<file path="config.mk">
export PLATFORM = sky130hd
export DESIGN_NAME = mem_access_unit
export DESIGN_NICKNAME = d
export VERILOG_FILES = /design/src/rtl/mem_access_unit.sv
export SDC_FILE = /design/constraint.sdc
export NUM_CORES = 1
export LEC_CHECK = 0
export CAP_MARGIN = 5
export CORE_MARGIN = 2
export CORE_UTILIZATION = 56
export DETAILED_ROUTE_END_ITERATION = 7
export DONT_BUFFER_PORTS = 1
export GPL_TIMING_DRIVEN = 1
export PLACE_DENSITY = 0.71
export REMOVE_ABC_BUFFERS = 1
export SLEW_MARGIN = 20
export SYNTH_ARGS = -nofsm -noshare
export SYNTH_HDL_FRONTEND = slang
export SYNTH_SLANG_ARGS = --single-unit
</file>
<file path="constraint.sdc">
create_clock -name i_clk -period 2.96 [get_ports i_clk]
set_input_delay 0.74 -clock i_clk [delete_from_list [all_inputs] [get_ports i_clk]]
set_output_delay 0.74 -clock i_clk [all_outputs]
set_load 0.01 [all_outputs]
</file>
<file path="src/rtl/mem_access_unit.sv">
// mem_access_unit
//   Converts core load/store requests (byte/half/word, signed/unsigned, any
//   byte address) into word-addressed BRAM beats with byte enables. It also
//   shifts store data into byte lanes, and extracts and sign-extends load data.
//
//   Build option MEM_MISALIGNED_SPLIT_EN:
//     defined   - an access that crosses a word boundary is split into two beats
//                 (lo word, then lo word + 1, wrapping).
//     undefined - a crossing access does no BRAM access. It completes at once
//                 with o_rdata = 0 and a pulse on o_misaligned.
//
// Ports
//   i_clk, i_rst_n                 clock, async active-low reset
//   i_req_valid / o_req_ready      core request handshake (ready only in IDLE)
//   i_addr, i_wr, i_size,          byte address, store flag, size (0/1/2, 3=word),
//   i_unsigned, i_wdata            zero-extend flag, LSB-aligned store data
//   o_resp_valid, o_rdata          one-cycle completion pulse, load result
//   o_misaligned                   (split disabled only) crossing access rejected
//   o_mem_addr/data/byte_en        BRAM word address, write data, byte enables
//   o_mem_wr_valid/i_mem_wr_ready  BRAM write handshake
//   o_mem_rd_ready                 BRAM read request (one cycle per beat)
//   i_mem_data/i_mem_rd_valid      BRAM read return
module mem_access_unit #(
  parameter int unsigned ADDR_WIDTH = 10,
  parameter int unsigned DATA_WIDTH = 32
) (
  input  logic                  i_clk,
  input  logic                  i_rst_n,
  input  logic                  i_req_valid,
  output logic                  o_req_ready,
  input  logic [31:0]           i_addr,
  input  logic                  i_wr,
  input  logic [1:0]            i_size,
  input  logic                  i_unsigned,
  input  logic [DATA_WIDTH-1:0] i_wdata,
  output logic                  o_resp_valid,
  output logic [DATA_WIDTH-1:0] o_rdata,
`ifndef MEM_MISALIGNED_SPLIT_EN
  output logic                  o_misaligned,
`endif
  output logic [ADDR_WIDTH-1:0] o_mem_addr,
  output logic [DATA_WIDTH-1:0] o_mem_data,
  output logic [3:0]            o_mem_byte_en,
  output logic                  o_mem_wr_valid,
  input  logic                  i_mem_wr_ready,
  output logic                  o_mem_rd_ready,
  input  logic [DATA_WIDTH-1:0] i_mem_data,
  input  logic                  i_mem_rd_valid
);

`ifdef MEM_MISALIGNED_SPLIT_EN
  localparam bit SplitEn = 1'b1;
`else
  localparam bit SplitEn = 1'b0;
`endif
  localparam int unsigned BAW = ADDR_WIDTH + 2;

  typedef enum logic [2:0] {S_IDLE, S_RD_REQ, S_RD_WAIT, S_WR, S_RESP} state_e;
  typedef enum logic {BEAT_LO = 1'b0, BEAT_HI = 1'b1} beat_e;

  state_e                state_q, state_d;
  beat_e                 beat_q, beat_d;
  logic [BAW-1:0]        addr_q, addr_d;
  logic                  wr_q, wr_d;
  logic [1:0]            size_q, size_d;
  logic                  uns_q, uns_d;
  logic [31:0]           wdata_q, wdata_d;
  logic [31:0]           lo_q, lo_d;

  logic                  req_ready_q, req_ready_d;
  logic                  resp_valid_q, resp_valid_d;
  logic [31:0]           rdata_q, rdata_d;
  logic [ADDR_WIDTH-1:0] mem_addr_q, mem_addr_d;
  logic [31:0]           mem_data_q, mem_data_d;
  logic [3:0]            byte_en_q, byte_en_d;
  logic                  wr_valid_q, wr_valid_d;
  logic                  rd_ready_q, rd_ready_d;
`ifndef MEM_MISALIGNED_SPLIT_EN
  logic                  misaligned_q, misaligned_d;
`endif

  // Upper byte-address bits lie outside the BRAM and are ignored.
  logic unused_addr_bits;
  assign unused_addr_bits = ^i_addr[31:BAW];

  logic                  accept_c;
  logic                  idle_c;
  logic [BAW-1:0]        cur_addr_c;
  logic [1:0]            cur_size_c;
  logic                  cur_uns_c;
  logic [31:0]           cur_wdata_c;
  logic [1:0]            off_c;
  logic [ADDR_WIDTH-1:0] lo_word_c, hi_word_c;
  logic [3:0]            mask_c, lo_en_c, hi_en_c;
  logic [7:0]            lanes_c;
  logic                  split_c;
  logic [31:0]           st_lo_c, st_hi_c;
  logic [31:0]           ld_lo_c, ld_raw_c, ld_res_c;
  logic [23:0]           ld_hi_c;

  assign accept_c = i_req_valid & req_ready_q;
  assign idle_c   = (state_q == S_IDLE);

  // In IDLE the request is derived from the live inputs so the first beat can
  // be registered on the accept edge; afterwards from the captured copy.
  assign cur_addr_c  = idle_c ? i_addr[BAW-1:0] : addr_q;
  assign cur_size_c  = idle_c ? i_size          : size_q;
  assign cur_uns_c   = idle_c ? i_unsigned      : uns_q;
  assign cur_wdata_c = idle_c ? i_wdata         : wdata_q;

  assign off_c     = cur_addr_c[1:0];
  assign lo_word_c = cur_addr_c[BAW-1:2];
  assign hi_word_c = lo_word_c + ADDR_WIDTH'(1);

  // Byte-lane enables and store data for both beats.
  always_comb begin
    case (cur_size_c)
      2'd0:    mask_c = 4'h1;
      2'd1:    mask_c = 4'h3;
      default: mask_c = 4'hF;
    endcase
    lanes_c = 8'(mask_c) << off_c;
    lo_en_c = lanes_c[3:0];
    hi_en_c = lanes_c[7:4];
    split_c = |hi_en_c;
    st_lo_c = cur_wdata_c << {off_c, 3'b000};
    case (off_c)
      2'd1:    st_hi_c = {24'd0, cur_wdata_c[31:24]};
      2'd2:    st_hi_c = {16'd0, cur_wdata_c[31:16]};
      2'd3:    st_hi_c = {8'd0,  cur_wdata_c[31:8]};
      default: st_hi_c = 32'd0;
    endcase
  end

  // Load result from the returning beat (and the saved lo word on a HI beat).
  always_comb begin
    ld_lo_c = (beat_q == BEAT_HI) ? lo_q : i_mem_data;
    ld_hi_c = (beat_q == BEAT_HI) ? i_mem_data[23:0] : 24'd0;
    case (off_c)
      2'd1:    ld_raw_c = {ld_hi_c[7:0],  ld_lo_c[31:8]};
      2'd2:    ld_raw_c = {ld_hi_c[15:0], ld_lo_c[31:16]};
      2'd3:    ld_raw_c = {ld_hi_c[23:0], ld_lo_c[31:24]};
      default: ld_raw_c = ld_lo_c;
    endcase
    case (cur_size_c)
      2'd0:    ld_res_c = {{24{~cur_uns_c & ld_raw_c[7]}},  ld_raw_c[7:0]};
      2'd1:    ld_res_c = {{16{~cur_uns_c & ld_raw_c[15]}}, ld_raw_c[15:0]};
      default: ld_res_c = ld_raw_c;
    endcase
  end

  // Next-state and registered-output logic.
  always_comb begin
    state_d      = state_q;
    beat_d       = beat_q;
    addr_d       = addr_q;
    wr_d         = wr_q;
    size_d       = size_q;
    uns_d        = uns_q;
    wdata_d      = wdata_q;
    lo_d         = lo_q;
    req_ready_d  = 1'b0;
    resp_valid_d = 1'b0;
    rdata_d      = 32'd0;
    mem_addr_d   = mem_addr_q;
    mem_data_d   = 32'd0;
    byte_en_d    = 4'd0;
    wr_valid_d   = 1'b0;
    rd_ready_d   = 1'b0;
`ifndef MEM_MISALIGNED_SPLIT_EN
    misaligned_d = 1'b0;
`endif
    case (state_q)
      S_IDLE: begin
        req_ready_d = 1'b1;
        if (accept_c) begin
          req_ready_d = 1'b0;
          addr_d      = i_addr[BAW-1:0];
          wr_d        = i_wr;
          size_d      = i_size;
          uns_d       = i_unsigned;
          wdata_d     = i_wdata;
          beat_d      = BEAT_LO;
          if (split_c && !SplitEn) begin
            state_d      = S_RESP;
            resp_valid_d = 1'b1;
`ifndef MEM_MISALIGNED_SPLIT_EN
            misaligned_d = 1'b1;
`endif
          end else if (i_wr) begin
            state_d    = S_WR;
            wr_valid_d = 1'b1;
            mem_addr_d = lo_word_c;
            mem_data_d = st_lo_c;
            byte_en_d  = lo_en_c;
          end else begin
            state_d    = S_RD_REQ;
            rd_ready_d = 1'b1;
            mem_addr_d = lo_word_c;
          end
        end
      end
      S_RD_REQ: state_d = S_RD_WAIT;
      S_RD_WAIT: begin
        if (i_mem_rd_valid) begin
          if (beat_q == BEAT_LO && split_c && SplitEn) begin
            lo_d       = i_mem_data;
            beat_d     = BEAT_HI;
            state_d    = S_RD_REQ;
            rd_ready_d = 1'b1;
            mem_addr_d = hi_word_c;
          end else begin
            state_d      = S_RESP;
            resp_valid_d = 1'b1;
            rdata_d      = ld_res_c;
          end
        end
      end
      S_WR: begin
        wr_valid_d = 1'b1;
        mem_data_d = mem_data_q;
        byte_en_d  = byte_en_q;
        if (i_mem_wr_ready) begin
          if (beat_q == BEAT_LO && split_c && SplitEn) begin
            beat_d     = BEAT_HI;
            mem_addr_d = hi_word_c;
            mem_data_d = st_hi_c;
            byte_en_d  = hi_en_c;
          end else begin
            state_d      = S_RESP;
            resp_valid_d = 1'b1;
            wr_valid_d   = 1'b0;
            mem_data_d   = 32'd0;
            byte_en_d    = 4'd0;
          end
        end
      end
      S_RESP: begin
        state_d     = S_IDLE;
        req_ready_d = 1'b1;
      end
      default: state_d = S_IDLE;
    endcase
  end

  // State and output registers.
  always_ff @(posedge i_clk or negedge i_rst_n) begin
    if (!i_rst_n) begin
      state_q      <= S_IDLE;
      beat_q       <= BEAT_LO;
      addr_q       <= '0;
      wr_q         <= 1'b0;
      size_q       <= 2'd0;
      uns_q        <= 1'b0;
      wdata_q      <= 32'd0;
      lo_q         <= 32'd0;
      req_ready_q  <= 1'b0;
      resp_valid_q <= 1'b0;
      rdata_q      <= 32'd0;
      mem_addr_q   <= '0;
      mem_data_q   <= 32'd0;
      byte_en_q    <= 4'd0;
      wr_valid_q   <= 1'b0;
      rd_ready_q   <= 1'b0;
`ifndef MEM_MISALIGNED_SPLIT_EN
      misaligned_q <= 1'b0;
`endif
    end else begin
      state_q      <= state_d;
      beat_q       <= beat_d;
      addr_q       <= addr_d;
      wr_q         <= wr_d;
      size_q       <= size_d;
      uns_q        <= uns_d;
      wdata_q      <= wdata_d;
      lo_q         <= lo_d;
      req_ready_q  <= req_ready_d;
      resp_valid_q <= resp_valid_d;
      rdata_q      <= rdata_d;
      mem_addr_q   <= mem_addr_d;
      mem_data_q   <= mem_data_d;
      byte_en_q    <= byte_en_d;
      wr_valid_q   <= wr_valid_d;
      rd_ready_q   <= rd_ready_d;
`ifndef MEM_MISALIGNED_SPLIT_EN
      misaligned_q <= misaligned_d;
`endif
    end
  end

  // The captured store flag only steers the FSM at accept time.
  logic unused_wr_q;
  assign unused_wr_q = wr_q;

  assign o_req_ready    = req_ready_q;
  assign o_resp_valid   = resp_valid_q;
  assign o_rdata        = rdata_q;
  assign o_mem_addr     = mem_addr_q;
  assign o_mem_data     = mem_data_q;
  assign o_mem_byte_en  = byte_en_q;
  assign o_mem_wr_valid = wr_valid_q;
  assign o_mem_rd_ready = rd_ready_q;
`ifndef MEM_MISALIGNED_SPLIT_EN
  assign o_misaligned   = misaligned_q;
`endif

endmodule

</file>
Word level (Yosys, flattened, before mapping)
Cells that the tools add are included.
Widths: inputs -> output; s select.

cells by class
  equality and inequality tests = 11
  shifts and indexed selects = 2
  multiplexer cells = 42
  bitwise operators = 5
  reductions and logical operators = 6

operators with widths
  kind                count
  $mux 32             7
  $pmux 32 s2         2
  $pmux 32 s3         1
  $shl 32x5->32       1
  $mux 4              4
  $pmux 4 s2          2
  $mux 1              15
  $mux 12             1
  $mux 3              4
  $pmux 3 s4          1
  $shl 4x2->8         1
  $eq 3x2->1 const B  2
  $ne 2x2->1 const B  3
  $reduce_and 3->1    2
  $eq 2x1->1 const B  2
  $eq 2x2->1 const B  2
  $mux 2              2
  $pmux 1 s2          2
  $reduce_or 4->1     1
  $and 1x1->1         3
  $eq 3x1->1 const B  1
  $eq 3x3->1 const B  1
  $logic_not 3->1     1
  $pmux 1 s3          1
  3 further kinds     4

storage, ports and cells
  bits of input ports = 105
  output and inout port bits = 83
  register bits = 133

Depth between registers and ports, before layout
Gate-level depths: netlist of the first run.

  depth after elaboration = 9
  depth in mapped cells = 10

Least setup slack after synthesis of the first run
Ideal clock, no wire load.

  path type = input-to-reg
  start = input port i_addr[0]
  end = register rdata_q[14], in the netlist o_rdata[14]
  library setup time = 135 ps
  stages = 9
  path slack = 478 ps
  arrival = 2347 ps
  buffers on the path = 4
  required time = 2825 ps
  cells stage by stage = buf_2 or4b_1 buf_2 and2_4 buf_6 buf_6 mux2_4 a22oi_2 o22ai_1

between the ends
  longest elaborated chain between the ends = 7
  elaborated cells between the ends (all ways) = 9
  classes of those cells = eq/ne (3); mux (5); bitwise (1)

RTL lines
  what                                      line  source
  start, declared                           31    input logic [31:0] i_addr,
  $mux 12 *                                 106   assign cur_addr_c = idle_c ? i_addr[BAW-1:0] : addr_q;
  $eq 2x2->1 or $eq 2x1->1 (tied branches)  -
  $pmux 32 s3 *                             139   case (off_c)
  $and 1x1->1                               146   2'd0: ld_res_c = {{24{~cur_uns_c & ld_raw_c[7]}}, ld_raw_c[7:0]};
  $pmux 32 s2 *                             145   case (cur_size_c)
  $mux 32 *                                 205   if (i_mem_rd_valid) begin
  $mux 32 *                                 173   case (state_q)
  via rdata_d[14]                           72    logic [31:0] rdata_q, rdata_d;
  end signal, assigned                      279   rdata_q <= rdata_d;
  end, declared                             72

The timed path passes the listed nets; every way through them passes the cells marked *.
A chain may end at the register's enable or synchronous reset.

Worst setup path in the final report of the first run
  start = register state_q[2]
  end = register mem_data_q[4], in the netlist o_mem_data[4]

between the ends
  longest elaborated chain between the ends = 9
  elaborated cells between the ends (all ways) = 16
  classes of those cells = eq/ne (3); shift (2); mux (8); reduce/logical (3)

RTL lines
  what                                           line      source
  start, declared                                61        state_e state_q, state_d;
  start signal, assigned                         269       state_q <= state_d;
  $logic_not 3->1                                102, 173
  $mux 2                                         107       assign cur_size_c = idle_c ? i_size : size_q;
  $eq 2x1->1 or $logic_not 2->1 (tied branches)  117       case (cur_size_c)
  $pmux 4 s2                                     117
  $shl 4x2->8                                    122       lanes_c = 8'(mask_c) << off_c;
  $reduce_or 4->1                                125       split_c = |hi_en_c;
  $mux 32                                        184       if (split_c && !SplitEn) begin
  $mux 32                                        176       if (accept_c) begin
  $pmux 32 s2                                    173
  end signal, assigned                           281       mem_data_q <= mem_data_d;
  end, declared                                  74        logic [31:0] mem_data_q, mem_data_d;

Several ways; a longest one is shown, not always the timed one.

==> qor.yml, run 1 <==
outcome:
  outcome: "complete, but fails checks"
  failing_checks: "hold timing"
synthesis:
  yosysSeqAreaShare_pct: 49.6
  instance_count_of_the_mapped_netlist: 619
  synthesis_warnings: 0
  postSynth.asyncResetShare_pct: 100
  synth_enable_flop_cells: 0
  yosysUniqueCellTypes: 52
  ys_seq_elements: 123
  avgSynthCellArea_um2: 10.0
  syn_area_um2: 6200
  most_used_flip_flop_cell_after_synthesis: "dfrtp_1"
sta:
  worst_relative_slew_slack_pct: 47.2
  period_minus_slack_ns: 2.77
  setup_viol: 0
  holdWs_ns: -0.0947
  tightest_slew_ns: 0.791
  clock-skew-final_ns: 0.00804
  maxSlewViolCount: 0
  setup_repair_after_global_routing_missed_its_margin: "false"
  timing.final.ws_setup_ns: 0.194
  max_freq_mhz: 362
  final.period_utilization_pct: 93.5
  hold_viol_final: 123
setup_path:
  worst-endpoint-arrival_ns: 3.19
  cpMaxStageDelayCell: "nand3_1"
  cpLargestDelayFamily: "simple AND/OR/NAND/NOR gates"
  biggest_cell_delay_along_the_critical_path_ns: 0.59
  rrSetupSlack_ns: 0.19
  cp.buffers_inverters: 0
  critical_path_depth: 5
  crit_fanout: 10
  nature_of_the_critical_path_endpoint: "flop"
  worst-r2r-cell-count: 5
  critical_path_launch_point_type: "flop"
  crit_reg_reg_endpoint: "o_mem_data[4]"
  regToRegStartpoint: "state_q[2]"
  crit_required_ns: 3.38
  critical_path_class: "reg2reg"
  timing.critical_path.cells: "o31ai_2 -> nand2_4 -> nor2_1 -> nand3_1 -> o21ai_0"
grt:
  grt_start_max_net_pins: 124
  grt_pass1_wl_um: 23800
  globalRouteOverflowTotal: 0
  grt_pass1_vias: 4605
  number_of_antenna_violations_at_the_first_check_in_global_routing: 0
  groute.usage.overall_pct: 26.8
drt:
  avgRoutedWirePerCell_um: 20.5
  wl_met1_um: 6040
  met2_length_um: 7550
  antenna_violating_nets_post_route: 0
  post-route-drc-count: 0
  detail_route.vias_per_cell: 6.00
  total_wirelength_um: 15600
  route.top_layer_used: "met4"
  wl_met3_um: 1630
  detailed_routing_iterations_pass_1: 4
  dr_total_vias: 4561
  drt_iter0_markers: 392
power:
  powerDensity_nw_per_um2: 1300
  intPower_mw: 5.18
  combinationalPowerShare_pct: 47.0
  power_frac_clock_pct: 22.6
  power_leakage_nw: 3.30
  power_frac_seq_pct: 30.4
  power.switching_fraction_pct: 41.6
  p_switching_mw: 3.69
  peakVddDrop_mv: 0.698
placed_design:
  placedInstanceArea_um2: 6250
  portBuffers: 0
  dp.final_hpwl_um: 10100
  placer_congestion: 0.819
  pre_cts_slack_ns: 0.247
worst_hold_path:
  worstHoldPathType: "in2async"
final_layout:
  layout.nets: 712
  area_growth_syn_to_layout_pct: 10.1
  fillerInstances: 832
  antenna_cells: 0
  drive_above_1_share_pct: 15.0
  final_core_occ_pct: 62.9
  layout.cell_area.non_filler_um2: 6820
  most_frequent_standard_cell_in_the_layout_excluding_fill_and_tap_cells: "nand2_1"
  most-common-layout-cells: "176 x nand2_1, 123 x dfrtp_1, 65 x mux2i_1"
run:
  drv.max_cap_violation_count: 0
die:
  die-area_um2: 11900
  coreArea_um2: 10800
  die_width_um: 109
  floorplan.initialDensity_pct: 57.2
  die_h_um: 109
  num_rows: 38
  io_pins: 188
cts:
  cts-resized-gates: 0
  cts_setup_buffers: 0
  cts_tree: "done"
  clock_latency_ns: 0.52
  cts.clk_slew.worst_paths_ns: 0.06
  clockRootBuffer: "clkbuf_8"
  number_of_buffers_inserted_during_clock_tree_synthesis: 17
  numClockSinks: 123
  max-clock-path-buffers: 2
  htree_num_levels: 4
layer usage:
layer | vias up | track usage, %
met5 | - | 0
met1 | 2221 | 30.3
met3 | 24 | 12.7
met4 | 0 | 9.22
li1 | 2130 | -
met2 | 186 | 44.4
synthesized netlist by cell type, types with 2 or more instances:
cell | number | area share (%)
o21ai_0 | 15 | 1.2
a21oi_1 | 19 | 1.5
or4_1 | 2 | 0.24
o211ai_1 | 2 | 0.24
and2_1 | 2 | 0.20
nand2b_1 | 4 | 0.40
nand3b_1 | 3 | 0.36
o221ai_1 | 2 | 0.28
mux2_2 | 13 | 2.4
a22oi_2 | 6 | 1.2
or4b_1 | 2 | 0.32
nor3_1 | 20 | 1.6
nand4_1 | 3 | 0.30
buf_6 | 4 | 0.73
mux2i_1 | 66 | 11
nand2_1 | 176 | 11
and2_4 | 2 | 0.28
dfrtp_1 | 123 | 50
mux2_4 | 16 | 3.9
buf_4 | 6 | 0.73
o21ai_1 | 14 | 1.1
a22o_1 | 10 | 1.4
buf_2 | 18 | 1.5
a311oi_1 | 7 | 0.99
clkbuf_1 | 16 | 0.97
nand3_1 | 7 | 0.57
o22ai_1 | 5 | 0.50
nor2_1 | 21 | 1.3
nor2b_1 | 2 | 0.20
a31oi_1 | 11 | 1.1
how the worst max path moves through the flow:
| stage | from | end | slack, ns |
|---|---|---|---|
| global placement | state_q[2] | o_mem_data[7] | 0.38 |
| floorplan | state_q[1] | o_mem_addr[9] | -1.68 |
| detailed placement | state_q[2] | o_mem_data[4] | 0.25 |
| CTS | state_q[2] | o_mem_data[4] | 0.24 |
| global route | state_q[1] | o_mem_data[25] | 0.08 |
| finish | state_q[2] | o_mem_data[4] | 0.19 |
flip-flops by register name, indices dropped and copies added, names as in the netlist, 2 cells and up:
signal         cells
o_mem_byte_en      4
state_q            3
size_q             2
wdata_q           32
addr_q             2
o_mem_addr        10
o_rdata           32
o_mem_data        32
power groups by stage:
stage,logic [mW],clock network [mW],registers [mW]
floorplan,3.19,0,2.59
global placement,4.02,0,2.69
detailed placement,4.13,0,2.72
CTS,4.17,2.02,2.70
global route,4.56,2.11,2.76
finish,4.17,2.00,2.70
cell families (layout without fill, tap and decap cells):
kind of cell              count (synthesis)  count (layout)  share of synthesized area [%]
AOI/OAI and AO/OA                        99              99                           11.3
xor gates and xnor gates                  1               1                          0.141
buffers and inverters                    46              47                           4.00
DFF                                     123             123                           49.6
muxes                                    95              95                           16.9
and+or+nand+nor                         255             255                           18.0
worst reg2reg max path: cells and delay by family (launching register included):
kind | cells | cell delay [ns]
compound gates | 2 | 0.83
simple gates | 3 | 1.31
flops | 1 | 0.52
cell type report:
type / instances / area (um^2) / share of cell area (%)
Timing Repair Buffer: 14 / 105 / 1.54
Sequential cell: 123 / 3080 / 45.1
Multi-Input combinational cell: 450 / 2890 / 42.3
Inverter: 1 / 3.75 / 0.0550
Tap cell: 140 / 175 / 2.57
Clock inverter: 7 / 87.6 / 1.28
Clock buffer: 25 / 484 / 7.10
stage by stage:
| step | cells | setup TNS [ns] | power (mW) |
|---|---|---|---|
| floorplan | 574 | -88.22 | 5.78 |
| global placement | 728 | 0 | 6.72 |
| detailed placement | 728 | 0 | 6.85 |
| CTS | 760 | 0 | 8.88 |
| global route | 760 | 0 | 9.43 |
| finish | 760 | 0 | 8.87 |
No activity file was read; power rests on OpenSTA's default activity.
==> run 2: changes to the inputs <==
MAX_ROUTING_LAYER = met4   (was not set)
RECOVER_POWER = 25   (was not set)
==> run 2 against run 1 <==
The flow still finishes with violations (hold timing). Core utilization is the same. First-iteration DRC count shrank 12%. Register-to-register slack gained 0.02 ns. Sequential cell count is the same. Clock power is essentially flat. Maximum frequency grew 0.80%. Count of clock-buffer cells in the layout is the same. Non-clock buffer count is the same. Die area is the same. Via count shrank 0.61%. Power shrank 0.21%. Critical endpoint unchanged.
==> qor.yml, run 2 (synthesized netlist as in run 1, its figures left out) <==
outcome:
  outcome: "complete, but fails checks"
  failing_checks: "hold timing"
drt:
  total_wirelength_um: 15500
  detailed_routing_iterations_pass_1: 5
  post-route-drc-count: 0
  detail_route.vias_per_cell: 5.96
  antenna_violating_nets_post_route: 0
  dr_total_vias: 4533
  avgRoutedWirePerCell_um: 20.4
  drt_iter0_markers: 345
grt:
  globalRouteOverflowTotal: 0
  groute.layer.met2.usage_pct: 44.5
  grt_pass1_wl_um: 23800
  number_of_antenna_violations_at_the_first_check_in_global_routing: 0
  global_route.usage.met1_pct: 31.0
  groute.usage.overall_pct: 27.6
  grt-busiest-layer: "met2"
  grt_start_max_net_pins: 124
  grt_pass1_vias: 4606
  grt_util_met3_pct: 11.4
power:
  power_leakage_nw: 3.30
  powerDensity_nw_per_um2: 1300
  peakVddDrop_mv: 0.694
setup_path:
  biggest_cell_delay_along_the_critical_path_ns: 0.59
  regToRegStartpoint: "state_q[2]"
  cpMaxStageDelayCell: "nand3_1"
  worst-endpoint-arrival_ns: 3.16
  timing.critical_path.cells: "o31ai_2 -> nand2_4 -> nor2_1 -> nand3_1 -> o21ai_0"
  crit_reg_reg_endpoint: "o_mem_data[4]"
  critical_path_launch_point_type: "flop"
  rrSetupSlack_ns: 0.22
  critical_path_class: "reg2reg"
  crit_required_ns: 3.38
  crit_fanout: 10
  worst-r2r-cell-count: 5
  nature_of_the_critical_path_endpoint: "flop"
cts:
  max-clock-path-buffers: 2
  numClockSinks: 123
  clock_latency_ns: 0.52
  clockRootBuffer: "clkbuf_8"
  cts.clk_slew.worst_paths_ns: 0.06
  number_of_buffers_inserted_during_clock_tree_synthesis: 17
  cts_setup_buffers: 0
  cts_tree: "done"
  cts-resized-gates: 0
  htree_num_levels: 4
sta:
  setup_viol: 0
  period_minus_slack_ns: 2.74
  hold_viol_final: 123
  tightest_slew_ns: 0.792
  clock-skew-final_ns: 0.00952
  maxSlewViolCount: 0
  worst_relative_slew_slack_pct: 47.1
  holdWs_ns: -0.0942
  max_freq_mhz: 364
  setup_repair_after_global_routing_missed_its_margin: "false"
  timing.final.ws_setup_ns: 0.216
  final.period_utilization_pct: 92.7
die:
  die-area_um2: 11900
  die_width_um: 109
  floorplan.initialDensity_pct: 57.2
  io_pins: 188
  die_h_um: 109
  coreArea_um2: 10800
  num_rows: 38
final_layout:
  layout.nets: 712
  most-common-layout-cells: "176 x nand2_1, 123 x dfrtp_1, 65 x mux2i_1"
  most_frequent_standard_cell_in_the_layout_excluding_fill_and_tap_cells: "nand2_1"
  drive_above_1_share_pct: 15.0
  final-instance-count-excl-fill: 760
  area_growth_syn_to_layout_pct: 10.1
  antenna_cells: 0
  layout.cell_area.non_filler_um2: 6820
worst_hold_path:
  worstHoldPathType: "in2async"
placed_design:
  pre_cts_slack_ns: 0.247
  placedInstanceArea_um2: 6250
  placer_congestion: 0.832
  place.detailed.instances: 728
  dp.final_hpwl_um: 10100
  portBuffers: 0
run:
  drv.max_cap_violation_count: 0
## run 2: cell counts in the layout (fill, tap and decap cells not counted)
Identical to the previous run, type by type.
## run 2: routing by layer
metal | part of all wire [%] | wire length (um) | vias to the layer above
met3 | 11 | 1720 | 22
met5 | 0 | 0 | -
met2 | 48 | 7510 | 194
li1 | - | - | 2134
met4 | 2.1 | 325 | 0
met1 | 38 | 5940 | 2183
## run 2: per-stage QoR
stage	total power, mW	hold WS (ns)	setup TNS, ns	utilization (%)
6_report	8.86	-0.0942	0	62.9
5_1_grt	9.43	-0.121	0	62.9
4_1_cts	8.88	-0.104	0	62.9
3_5_place_dp	6.85	0.447	0	57.7
3_3_place_gp	6.72	0.447	0	57.7
2_1_floorplan	5.78	0.444	-88.22	-
## run 2: worst max-delay path by stage
stage / endpoint / cells after the start / from
2_1_floorplan: o_mem_addr[9] / 4 / state_q[1]
3_3_place_gp: o_mem_data[7] / 5 / state_q[2]
3_5_place_dp: o_mem_data[4] / 5 / state_q[2]
4_1_cts: o_mem_data[4] / 5 / state_q[2]
5_1_grt: o_mem_data[25] / 5 / state_q[1]
6_report: o_mem_data[4] / 5 / state_q[2]
## run 2: power breakdown
part	switching (mW)	internal (mW)
sequential	0.510	2.19
combinational	2.45	1.71
clock	0.716	1.28
## run 2: area by class of cell
type                    instances  area [um^2]
clock buffers                  25          484
clock inverters                 7         87.6
fillers                       832         4020
inverters                       1         3.75
multi-input cells             450         2890
flip-flops and latches        123         3080
well taps                     140          175
repair buffers                 14          105
## run 2: worst max-delay path: cells and delay by family, from the launching register on
family	cells	cell delay, ns
simple gates	3	1.29
flops	1	0.52
compound gates	2	0.83
==> variant: new RTL, settings of run 1 <==
Re-encode `state_e` (5 states) as one-hot, 5 bits wide.
--- a/src/rtl/mem_access_unit.sv
+++ b/src/rtl/mem_access_unit.sv
@@ -56,5 +56,5 @@
   localparam int unsigned BAW = ADDR_WIDTH + 2;
 
-  typedef enum logic [2:0] {S_IDLE, S_RD_REQ, S_RD_WAIT, S_WR, S_RESP} state_e;
+  typedef enum logic [4:0] {S_IDLE = 5'b00001, S_RD_REQ = 5'b00010, S_RD_WAIT = 5'b00100, S_WR = 5'b01000, S_RESP = 5'b10000} state_e;
   typedef enum logic {BEAT_LO = 1'b0, BEAT_HI = 1'b1} beat_e;
 
Formal check against the unedited RTL: no difference found for any inputs over 4 cycles, from zero or initial values and one cycle with i_rst_n low; so few cycles prove little.
==> variant against run 1 <==
  * Cell area increased by 0.68%
  * Sequential power decreased by 9.6%
  * The run still ends with negative hold slack left
  * Critical endpoint is now o_rdata[22]
  * Power decreased by 21%
  * Largest cell class unchanged
  * Combinational power decreased by 43%
  * Count of clock-buffer cells in the layout decreased by 6
  * Routed wire length decreased by 2.5%
  * Sequential cell count increased by 2
  * Via count decreased by 1.7%
  * Worst setup slack improved by 37 ps
  * Synthesized area decreased by 2.3%
==> variant: results (changes against run 1) <==
* Failing checks: negative hold slack (unchanged)
* Worst reg2reg setup slack at 230 ps (was 190 ps)
* Hold WS at -83.1 ps (was -94.7 ps)
* Port Buf Inserts at 0 (unchanged)
* Clock skew at 5.89 ps (was 8.04 ps)
* Vias per Instance at 6.27 (was 6.00)
* Met2 routed WL at 7.54 mm (was 7.55 mm)
* Critical path origin: state_q[0] (was state_q[2])
* Layout net count at 671 (was 712)
* Share of post-route cells with drive strength above 1 at 21.8% (was 15.0%)
* Mapped Cells at 566 (was 619)
* Top layer in use: met4 (unchanged)
* Fin. Hold Viols at 124 (was 123)
* Rel. slew slack at 42.6% (was 47.2%)
* Reg-to-reg endpoint: o_rdata[22] (was o_mem_data[4])
* Hpwl dp at 10.2 mm (was 10.1 mm)
* Crit-path max FO at 21 (was 10)
* Crit path largest cell delay at 570 ps (was 590 ps)
* GP Congestion at 0.867 (was 0.819)
* Filler instances at 796 (was 832)
* Reg2Reg Depth at 8 (was 5)
* CP max-delay cell: dfstp_2 (was nand3_1)
* Synth cell count leaders: 124 x dfrtp_1, 89 x nand2_1, 63 x mux2_2 (was 176 x nand2_1, 123 x dfrtp_1, 66 x mux2i_1)
* Synth unique cells at 44 (was 52)
* Initial DRC count at 291 (was 392)
* First-pass GRT wire length at 24.2 mm (was 23.8 mm)
* Final wirelength at 15.2 mm (was 15.6 mm)
* Cell family with most CP delay: simple AND/OR/NAND/NOR gates (unchanged)
* Synth area leaders: dfrtp_1 51%, mux2_2 12%, mux2i_1 8.6% (was dfrtp_1 50%, mux2i_1 11%, nand2_1 11%)
* Worst-path clk slew at 60 ps (about the same)
* Met1 wire length at 5.83 mm (was 6.04 mm)
* Overall routing resource usage at 27.1% (was 26.8%)
* Outcome: finished, violations left (unchanged)
* VDD IR max at 0.000459 V (was 0.000698 V)
* Met3 WL at 1.48 mm (was 1.63 mm)
* Vias in the first global route at 4712 (was 4605)
* Largest net degree at the start of global routing at 126 (was 124)
* Critical path endpoint: o_rdata[22] (was o_mem_data[4])
* Static leakage at 0.00323 uW (was 0.00330 uW)
* Wire per inst at 21.2 um (was 20.5 um)
* # placed instances at 681 (was 728)
* Post-synthesis sequential area ratio at 51.7% (was 49.6%)
variant: cell count changes after synthesis, sizes merged, moves of 5 or more:
| cell | before | now |
|---|---|---|
| nand3 | 7 | 13 |
| o22ai | 5 | 0 |
| o21a | 0 | 6 |
| a22oi | 7 | 1 |
| and3 | 0 | 7 |
| nand2 | 178 | 89 |
| nor3 | 21 | 5 |
| o21ai | 29 | 58 |
| mux2i | 66 | 52 |
| o211ai | 2 | 9 |
| mux2 | 29 | 63 |
| a311oi | 8 | 1 |
| buf | 29 | 23 |
| a31oi | 11 | 4 |
variant: how the worst min path moves through the flow:
| stage | from | end | cells past startpoint |
|---|---|---|---|
| 2_1_floorplan | i_rst_n | addr_q[0] | 0 |
| 3_5_place_dp | i_rst_n | o_rdata[0] | 0 |
| 6_report | i_rst_n | state_q[2] | 0 |
| 5_1_grt | i_rst_n | o_rdata[19] | 0 |
| 4_1_cts | i_rst_n | state_q[2] | 0 |
| 3_3_place_gp | i_rst_n | o_rdata[5] | 0 |
variant: cells by family after synthesis:
group	count (synthesis)	share of synthesized area (%)
compound gates	121	12.6
xor+xnor	1	0.145
buf+inv	41	3.02
flops	125	51.7
mux	115	20.3
simple gates	163	12.3
variant: stage by stage:
stage | util [%] | hold WS [ps] | worst slack (ps) | area [sq um] | TNS [ps]
after CTS | 65.6 | -102 | 154 | 6840 | 0
after detailed placement | 59.4 | 448 | 159 | 6190 | 0
final | 65.9 | -83.1 | 230 | 6870 | 0
after floorplan | - | 444 | -489 | 5880 | -9620
after global placement | 59.4 | 448 | 249 | 6190 | 0
after global routing | 65.9 | -108 | 102 | 6870 | 0
variant: layout make-up:
type                            count  area share (%)
Clock inverter                     13            3.11
Tap cell                          136            2.48
Timing Repair Buffer               20            2.37
Clock buffer                       19            6.28
Inverter                            2           0.109
Sequential cell                   125            45.6
Multi-Input combinational cell    400            40.1
variant: power by group:
group / switching (uW) / total, uW / leakage, uW / internal (uW)
Clock: 770 / 2250 / 0.000309 / 1480
Combinational: 1240 / 2360 / 0.00129 / 1120
Sequential: 330 / 2440 / 0.00164 / 2110
variant: metal layers:
| metal | vias up | global-route usage (%) |
|---|---|---|
| li1 | 2016 | - |
| met1 | 2220 | 31.9 |
| met2 | 215 | 45.4 |
| met3 | 31 | 9.46 |
| met4 | 0 | 11.4 |
| met5 | - | 0 |
variant: repair_timing:
action                     4_1_cts  5_1_grt
setup endpoints to repair        0        5
setup buffers                    0        2
gates resized for setup          0        1
hold endpoints to repair       124      124
